--- src/rtl/int2float_pkg.sv ---
// Shared defaults for the integer-to-compressed-float arbiter and its converter.
// The requester-index width helper is also used for the converter's bit-position width.
package int2float_pkg;

  localparam int IN_W_DEF  = 11;
  localparam int OUT_W_DEF = 7;
  localparam int EXP_W     = 3;

  // Index width for n items; never narrower than one bit.
  function automatic int idx_w(input int n);
    if (n <= 1) begin
      return 1;
    end else begin
      return $clog2(n);
    end
  endfunction

endpackage

--- src/rtl/int2float_core.sv ---
// Unsigned integer to {exponent, mantissa} float, mantissa truncated:
// values below 2^MAN_W pass through with exponent 0, otherwise value ~= mantissa << exponent.
module int2float_core
  import int2float_pkg::*;
#(
  parameter int IN_W  = IN_W_DEF,
  parameter int OUT_W = OUT_W_DEF
) (
  input  logic [IN_W-1:0]  operand,
  output logic [OUT_W-1:0] result
);

  localparam int MAN_W = OUT_W - EXP_W;
  localparam int POS_W = idx_w(IN_W);

  logic [POS_W-1:0] msb_s;
  logic [POS_W-1:0] shift_s;
  logic [IN_W-1:0]  shifted_s;
  logic [EXP_W-1:0] exp_s;
  logic [MAN_W-1:0] man_s;

  // Leading-one search, then keep the MAN_W bits starting at the leading one.
  always_comb begin
    msb_s     = '0;
    shift_s   = '0;
    shifted_s = '0;
    exp_s     = '0;
    man_s     = '0;
    for (int i = 0; i < IN_W; i++) begin
      if (operand[i]) begin
        msb_s = POS_W'(i);
      end else begin
        msb_s = msb_s;
      end
    end
    if (msb_s < POS_W'(MAN_W)) begin
      exp_s = '0;
      man_s = operand[MAN_W-1:0];
    end else begin
      shift_s   = msb_s - POS_W'(MAN_W - 1);
      shifted_s = operand >> shift_s;
      exp_s     = EXP_W'(shift_s);
      man_s     = shifted_s[MAN_W-1:0];
    end
  end

  assign result = {exp_s, man_s};

endmodule

--- src/rtl/int2float_arbiter.sv ---
// Round-robin arbiter sharing one int2float converter among NUM_REQ requesters,
// with a single registered output stage that drains and reloads in the same cycle.
module int2float_arbiter
  import int2float_pkg::*;
#(
  parameter int NUM_REQ = 4,
  parameter int IN_W    = IN_W_DEF,
  parameter int OUT_W   = OUT_W_DEF
) (
  input  logic                       clk,
  input  logic                       rst,
  input  logic [NUM_REQ-1:0]         req_valid,
  input  logic [NUM_REQ*IN_W-1:0]    req_data,
  output logic [NUM_REQ-1:0]         req_ready,
  output logic                       out_valid,
  input  logic                       out_ready,
  output logic [OUT_W-1:0]           out_data,
  output logic [idx_w(NUM_REQ)-1:0]  out_id,
  output logic [15:0]                accept_cnt
);

  localparam int ID_W = idx_w(NUM_REQ);

  logic [ID_W-1:0]    last_grant_r;
  logic [ID_W-1:0]    grant_idx_s;
  logic [ID_W-1:0]    cand_s;
  logic               grant_found_s;
  logic               can_load_s;
  logic               handshake_s;
  logic [NUM_REQ-1:0] grant_s;
  logic [IN_W-1:0]    operand_s;
  logic [OUT_W-1:0]   result_s;

  assign can_load_s  = !out_valid || out_ready;
  assign handshake_s = |(req_valid & req_ready);

  // Round-robin search starting just after the last accepted requester.
  always_comb begin
    grant_idx_s   = '0;
    grant_found_s = 1'b0;
    cand_s        = '0;
    for (int k = 1; k <= NUM_REQ; k++) begin
      cand_s = ID_W'((int'(last_grant_r) + k) % NUM_REQ);
      if (!grant_found_s && req_valid[cand_s]) begin
        grant_found_s = 1'b1;
        grant_idx_s   = cand_s;
      end else begin
        grant_found_s = grant_found_s;
      end
    end
  end

  // One-hot grant, gated by output-stage space; nothing is offered during reset.
  always_comb begin
    grant_s = '0;
    if (grant_found_s) begin
      grant_s[grant_idx_s] = 1'b1;
    end else begin
      grant_s = '0;
    end
    if (can_load_s && !rst) begin
      req_ready = grant_s;
    end else begin
      req_ready = '0;
    end
  end

  // Operand mux feeding the shared converter.
  always_comb begin
    operand_s = '0;
    for (int i = 0; i < NUM_REQ; i++) begin
      if (grant_idx_s == ID_W'(i)) begin
        operand_s = req_data[i*IN_W +: IN_W];
      end else begin
        operand_s = operand_s;
      end
    end
  end

  int2float_core #(
    .IN_W  (IN_W),
    .OUT_W (OUT_W)
  ) u_core (
    .operand (operand_s),
    .result  (result_s)
  );

  // Output register, grant pointer and accept counter.
  always_ff @(posedge clk) begin
    if (rst) begin
      out_valid    <= 1'b0;
      out_data     <= '0;
      out_id       <= '0;
      accept_cnt   <= 16'd0;
      last_grant_r <= ID_W'(NUM_REQ - 1);
    end else if (handshake_s) begin
      out_valid    <= 1'b1;
      out_data     <= result_s;
      out_id       <= grant_idx_s;
      accept_cnt   <= accept_cnt + 16'd1;
      last_grant_r <= grant_idx_s;
    end else if (out_ready) begin
      out_valid <= 1'b0;
    end else begin
      out_valid <= out_valid;
    end
  end

endmodule

--- config.mk ---
export PLATFORM = sky130hd
export DESIGN_NAME = int2float_arbiter
export DESIGN_NICKNAME = d
export VERILOG_FILES = /design/src/rtl/int2float_pkg.sv /design/src/rtl/int2float_core.sv /design/src/rtl/int2float_arbiter.sv
export SDC_FILE = /design/constraint.sdc
export NUM_CORES = 1
export LEC_CHECK = 0
export BUFFER_PORTS_ARGS = -buffer_cell sky130_fd_sc_hd__buf_2
export CAP_MARGIN = 20
export CORE_ASPECT_RATIO = 0.6
export CORE_UTILIZATION = 53
export CTS_CLUSTER_SIZE = 40
export DETAILED_ROUTE_END_ITERATION = 8
export PLACE_DENSITY = 0.95
export SLEW_MARGIN = 20
export SYNTH_ARGS = -nofsm -noshare
export SYNTH_HDL_FRONTEND = slang
export SYNTH_SLANG_ARGS = --single-unit
--- constraint.sdc ---
create_clock -name clk -period 5.55 [get_ports clk]
set_input_delay 0.555 -clock clk [delete_from_list [all_inputs] [get_ports clk]]
set_output_delay 0.555 -clock clk [all_outputs]
set_load 0.03 [all_outputs]
==> results of run 1 <==
synthesized netlist by cell type (2+ instances only):
library cell,number,area share
and3_1,8,0.023
mux2_2,2,0.010
o211ai_1,3,0.010
buf_4,3,0.010
mux2i_1,18,0.084
a22oi_1,3,0.010
ha_1,2,0.012
and2_1,4,0.012
a211oi_1,2,0.0070
o22ai_1,2,0.0058
xor2_1,10,0.041
o21ai_1,2,0.0047
or3_1,4,0.012
nand2_1,27,0.047
o22a_1,2,0.0082
nor2b_1,2,0.0058
nor3_1,9,0.021
nand4_1,2,0.0058
xnor2_1,3,0.012
dfxtp_1,28,0.26
mux2_4,2,0.014
a21oi_1,13,0.030
inv_1,3,0.0052
nand3_1,27,0.063
a211o_1,4,0.016
or2_2,2,0.0058
o21ai_0,15,0.035
buf_6,2,0.010
nand2b_1,2,0.0058
clkbuf_1,7,0.012
a31oi_1,4,0.012
nor2_1,31,0.054
buf_2,3,0.0070
nand2_2,2,0.0058
per-layer routing:
layer / part of all wire / GRT usage / vias up / wire length [microns]
met5: 0 / 0 / - / 0
li1: - / - / 1156 / -
met3: 0.10 / 0.0452 / 5 / 576
met2: 0.43 / 0.436 / 126 / 2460
met4: 0.0066 / 0.0575 / 0 / 38
met1: 0.46 / 0.372 / 1051 / 2660
power breakdown:
part	internal [mW]	total (mW)	switching (mW)	leakage (nW)
logic	0.142	0.378	0.236	0.954
registers	0.219	0.230	0.0112	0.229
clock network	0.0967	0.162	0.0657	0.0357
cells by family after synthesis:
family / count (synthesis) / share of synthesized area
adder cells (fa/ha/maj): 2 / 0.0116
multiplexers: 23 / 0.115
XOR/XNOR: 14 / 0.0605
flip-flops: 28 / 0.261
buffers and inverters: 19 / 0.0471
AND/OR/NAND/NOR: 122 / 0.269
AO/OA/AOI/OAI: 69 / 0.236
sequential cells by signal, indices dropped and copies added (netlist names):
name          flops
last_grant_r      2
out_valid         1
out_id            2
out_data          7
accept_cnt       16
worst register-to-register path, cell delays in order (launching register included):
cell,delay (ns)
dfxtp_1,0.47
mux2i_1,0.23
o22a_1,0.17
o21a_1,0.58
nand3_1,0.29
a221oi_1,0.40
a311oi_2,0.10
o21ai_2,0.43
inv_1,0.09
ha_1,0.47
clkinv_1,0.28
a21oi_1,0.20
nor2_1,0.06
a211o_1,0.29
a31oi_1,0.16
a311oi_1,0.06
through the flow:
stage | instances | cell area [sq um] | util
3_5_place_dp | 391 | 2540 | 0.674
5_1_grt | 395 | 2610 | 0.693
6_report | 395 | 2610 | 0.693
3_3_place_gp | 391 | 2540 | 0.674
4_1_cts | 395 | 2610 | 0.693
2_1_floorplan | 277 | 2150 | -
worst paths after layout:
| check | from | end | cells after the start |
|---|---|---|---|
| worst min register to register | out_id[1] | out_id[1] | 2 |
| worst max register to register | last_grant_r[1] | out_data[2] | 15 |
| worst min-delay path | out_id[1] | out_id[1] | 2 |
| worst max-delay path | last_grant_r[1] | out_data[2] | 15 |
cell type report:
type	count	share of cell area
Multi-Input combinational cell	230	0.570
Tap cell	47	0.0225
Timing Repair Buffer	82	0.159
Clock buffer	3	0.0158
Sequential cell	28	0.215
Inverter	4	0.00576
Clock inverter	1	0.0115
cells in the final DEF, fill, tap and decap left out, drive strengths merged, types with 2 or more instances in the layout:
master  instances
a211o           4
a211oi          3
a21oi          13
a22oi           4
a311oi          3
a31o            2
a31oi           4
and2            4
and3            8
buf            82
clkbuf          3
dfxtp          28
ha              2
inv             3
mux2            4
mux2i          19
nand2          29
nand2b          2
nand3          27
nand4           2
nor2           32
nor2b           2
nor3            9
o211ai          3
o21ai          18
o22a            2
o22ai           3
or2             2
or3             4
xnor2           3
xor2           11
==> results.json, run 1 <==
{
  "synthCells": 277,
  "path_buf_inv": 2,
  "ios": 81,
  "critPathRequiredTime_ns": 5.70,
  "drt-vias-per-instance": 5.92,
  "worstPathArrival_ns": 4.57,
  "hold_buffers": 0,
  "slowest_delay_ns": 0.58,
  "synthesis.area_sq_mm": 0.00215,
  "cap_violations": 0,
  "min_path_type": "reg -> reg",
  "setup_slack_ns": 1.13,
  "clkLatencyLatePin_ns": 0.28,
  "cts_buffers": 3,
  "grt_pass1_wl_mm": 9.30,
  "h-tree-depth": 1,
  "synth_edf_count": 0,
  "vdd_drop_max_v": 0.000142,
  "cpMaxStageDelayCell": "o21a_1",
  "hpwlAfterDp_mm": 4.47,
  "fill_cells": 307,
  "fin_skew_ns": 0.00220,
  "drt_wl_total_mm": 5.73,
  "syn2layout_area_growth_pct": 21.4,
  "slew_headroom": 0.451,
  "p_leak_nw": 1.22,
  "fmax_ghz": 0.226,
  "vias": 2338,
  "ant_nets": 0,
  "overflow": 0,
  "worstSetupPathType": "reg -> reg",
  "drtPass1Iterations": 7,
  "die-area_sq_mm": 0.00432,
  "setup_viol": 0,
  "status": "finished with violations",
  "grt_usage": 0.267,
  "clockBufferDepth": 2,
  "setup_tns_ns": 0,
  "dp_worst_setup_slack_ns": 0.991,
  "cts_tree": "done",
  "async_flop_share": 0,
  "nets": 402,
  "p_per_area_mw_per_mm2": 295,
  "grt_antenna_before_repair": 0,
  "cts_sinks": 28,
  "cp_max_fo": 17,
  "period_share": 0.797,
  "drive_above_1_share": 0.302,
  "worst_pin_slew_ns": 0.817,
  "cts.repair.resized": 0,
  "initial_core_util": 0.571,
  "fp.dieW_microns": 84.2,
  "grt_pass1_vias": 2034,
  "cp_top_family": "compound AO/OA/AOI/OAI gates",
  "routedWlPerCell_microns": 14.5,
  "end_kind": "flop",
  "yosys_warnings": 0,
  "place.gp.congestion": 0.982,
  "period_needed_ns": 4.42,
  "slew_violations": 0,
  "rrSetupSlack_ns": 1.13,
  "fp.coreArea_sq_mm": 0.00376,
  "path_clk_slew_ns": 0.10,
  "synthDistinctLibCells": 58,
  "grt_max_degree": 31,
  "crit_path_cell_trace": "mux2i_1 -> o22a_1 -> o21a_1 -> nand3_1 -> a221oi_1 -> a311oi_2 -> o21ai_2 -> inv_1 -> ha_1 -> clkinv_1 -> a21oi_1 -> nor2_1 -> a211o_1 -> a31oi_1 -> a311oi_1",
  "synth-seq-area-share": 0.261,
  "synth_nets": 330,
  "cts-root-buf": "clkbuf_8",
  "cts_setup_buffers": 0,
  "violations": "DRC",
  "whs_ns": 0.457,
  "io_buffers": 80,
  "finalHoldViolCount": 0,
  "row_count": 17,
  "die_h_microns": 51.3,
  "cp-start-kind": "flop",
  "grt_setup_unrepaired": "no",
  "antenna_cells": 0,
  "synthFlopType": "dfxtp_1",
  "syn_avg_cell_area_sq_um": 7.76,
  "register_area_sq_um": 561,
  "total_power_mw": 0.771,
  "ys_seq_elements": 28,
  "drc": 8,
  "multi_input_area_sq_mm": 0.00149,
  "drt_iter0_drc": 164
}
Power figures use the tool's default switching activity.
==> run 2: changes to the inputs <==
--- a/config.mk
+++ b/config.mk
@@ -8,10 +8,10 @@
 export BUFFER_PORTS_ARGS = -buffer_cell sky130_fd_sc_hd__buf_2
 export CAP_MARGIN = 20
 export CORE_ASPECT_RATIO = 0.6
-export CORE_UTILIZATION = 53
+export CORE_UTILIZATION = 50
 export CTS_CLUSTER_SIZE = 40
 export DETAILED_ROUTE_END_ITERATION = 8
-export PLACE_DENSITY = 0.95
+export PLACE_DENSITY = 0.91
 export SLEW_MARGIN = 20
 export SYNTH_ARGS = -nofsm -noshare
 export SYNTH_HDL_FRONTEND = slang
==> constraint.sdc (replaced) <==
create_clock -name clk -period 4.3 [get_ports clk]
set_input_delay 0.43 -clock clk [delete_from_list [all_inputs] [get_ports clk]]
set_output_delay 0.43 -clock clk [all_outputs]
set_load 0.03 [all_outputs]
==> run 2 against run 1 <==
The run now ends clean. Sequential power rose by 30%. Total power increased by 31%. Worst hold slack improved by 0.0039 ns. Register-to-register slack got worse by 0.69 ns. Critical path depth stayed put. Clock-buffer cell count is the same. Flip-flop and latch count unchanged. Maximum frequency increased by 15%. Largest power group unchanged.
==> results.json, run 2 (synthesis gave the netlist of run 1 again) <==
{
  "fmax_ghz": 0.259,
  "cp_max_fo": 11,
  "ios": 81,
  "worstSetupPathType": "reg -> reg",
  "critPathRequiredTime_ns": 4.44,
  "setup_tns_ns": 0,
  "postLayoutCoreUtil": 0.648,
  "routedWlPerCell_microns": 13.8,
  "final_common_cell": "buf_2",
  "initial_core_util": 0.522,
  "drive_above_1_share": 0.314,
  "cts_setup_buffers": 0,
  "h-tree-depth": 1,
  "grt_usage": 0.254,
  "cts.repair.resized": 0,
  "cap_violations": 0,
  "slew_headroom": 0.632,
  "finalHoldViolCount": 0,
  "syn2layout_area_growth_pct": 24.2,
  "slowest_delay_ns": 0.47,
  "rrSetupSlack_ns": 0.44,
  "die_h_microns": 52.8,
  "period_needed_ns": 3.86,
  "hpwlAfterDp_mm": 4.45,
  "p_per_area_mw_per_mm2": 377,
  "grt_pass1_wl_mm": 9.14,
  "cts_tree": "done",
  "end_kind": "flop",
  "place.gp.congestion": 0.952,
  "multi_input_area_sq_mm": 0.00149,
  "hold_buffers": 0,
  "path_clk_slew_ns": 0.09,
  "grt_setup_unrepaired": "no",
  "overflow": 0,
  "cts_buffers": 3,
  "ant_nets": 0,
  "cp-start-kind": "flop",
  "slew_violations": 0,
  "mostFrequentLayoutCells": "80 x buf_2, 31 x nor2_1, 28 x dfxtp_1",
  "vdd_drop_max_v": 0.000167,
  "drc": 0,
  "worst_pin_slew_ns": 0.537,
  "clockBufferDepth": 2,
  "reg_top3": "accept_cnt: 16 flops, out_data: 7 flops",
  "cpMaxStageDelayCell": "dfxtp_1",
  "row_count": 18,
  "grt_max_degree": 31,
  "grt_antenna_before_repair": 0,
  "drt_iter0_drc": 200,
  "largest_reg_flops": 16,
  "vias": 2387,
  "worstPathArrival_ns": 4.00,
  "fin_skew_ns": 0.00172,
  "fill_cells": 376,
  "die-area_sq_mm": 0.00457,
  "fp.coreArea_sq_mm": 0.00412,
  "nets": 408,
  "antenna_cells": 0,
  "crit_path_cell_trace": "mux2i_1 -> o22a_1 -> o21a_1 -> nand3_1 -> a221oi_1 -> a311oi_2 -> o21ai_2 -> inv_1 -> ha_1 -> clkinv_1 -> a21oi_1 -> nor2_1 -> a211o_1 -> a31oi_1 -> a311oi_1",
  "min_path_type": "reg -> reg",
  "setup_viol": 0,
  "cts_sinks": 28,
  "status": "finished clean",
  "drt-vias-per-instance": 5.77,
  "cts-root-buf": "clkbuf_8",
  "io_buffers": 80,
  "register_area_sq_um": 561,
  "clkLatencyLatePin_ns": 0.27,
  "fp.dieW_microns": 86.6,
  "period_share": 0.897,
  "reg2reg_depth": 15,
  "drt_wl_total_mm": 5.69,
  "p_leak_nw": 1.25,
  "min_path_cells": 2,
  "drtPass1Iterations": 5,
  "largest_register": "accept_cnt",
  "grt_pass1_vias": 2002
}
==> run 2: cell types whose count changed in the layout (fill, tap and decap cells not counted) <==
cell,change
buf_4,+6
==> run 2: critical path, delay by kind of cell (launching register included) <==
| family | cells | cell delay (ns) |
|---|---|---|
| simple gates | 2 | 0.30 |
| compound gates | 9 | 2.08 |
| fa+ha+maj | 1 | 0.45 |
| buf+inv | 2 | 0.21 |
| flops | 1 | 0.47 |
| mux | 1 | 0.22 |
==> run 2: worst paths after layout <==
| path | startpoint | to |
|---|---|---|
| worst max-delay path | last_grant_r[1] | out_data[2] |
| worst min-delay path | out_data[6] | out_data[6] |
| worst max register to register | last_grant_r[1] | out_data[2] |
| worst min register to register | out_data[6] | out_data[6] |
==> run 2: cell type report <==
class,count,share of cell area
Tap cell,60,0.0281
Sequential cell,28,0.210
Timing Repair Buffer,88,0.172
Inverter,4,0.00562
Clock buffer,3,0.0155
Clock inverter,1,0.0112
Multi-Input combinational cell,230,0.557
==> run 2: power by group <==
| group | leakage, nW | internal [mW] | total, mW | switching [mW] |
|---|---|---|---|---|
| registers | 0.229 | 0.282 | 0.298 | 0.0154 |
| clock network | 0.0357 | 0.125 | 0.205 | 0.0804 |
| logic | 0.983 | 0.199 | 0.505 | 0.305 |
==> run 2: through the flow <==
stage	hold slack, ns	worst slack [ns]	std cells	power (mW)	instance area [sq um]
after floorplan	0.509	0.709	277	0.671	2150
after global placement	0.442	0.431	410	0.790	2600
after detailed placement	0.446	0.392	410	0.795	2600
after CTS	0.459	0.527	414	0.998	2670
after global routing	0.474	0.198	414	1.06	2670
final	0.461	0.443	414	1.01	2670
==> run 2: per-layer routing <==
| layer | part of all wire | up-vias | track usage |
|---|---|---|---|
| li1 | - | 1166 | - |
| met1 | 0.50 | 1121 | 0.364 |
| met2 | 0.44 | 100 | 0.422 |
| met3 | 0.055 | 0 | 0.0299 |
| met4 | 0 | 0 | 0.0306 |
| met5 | 0 | - | 0 |
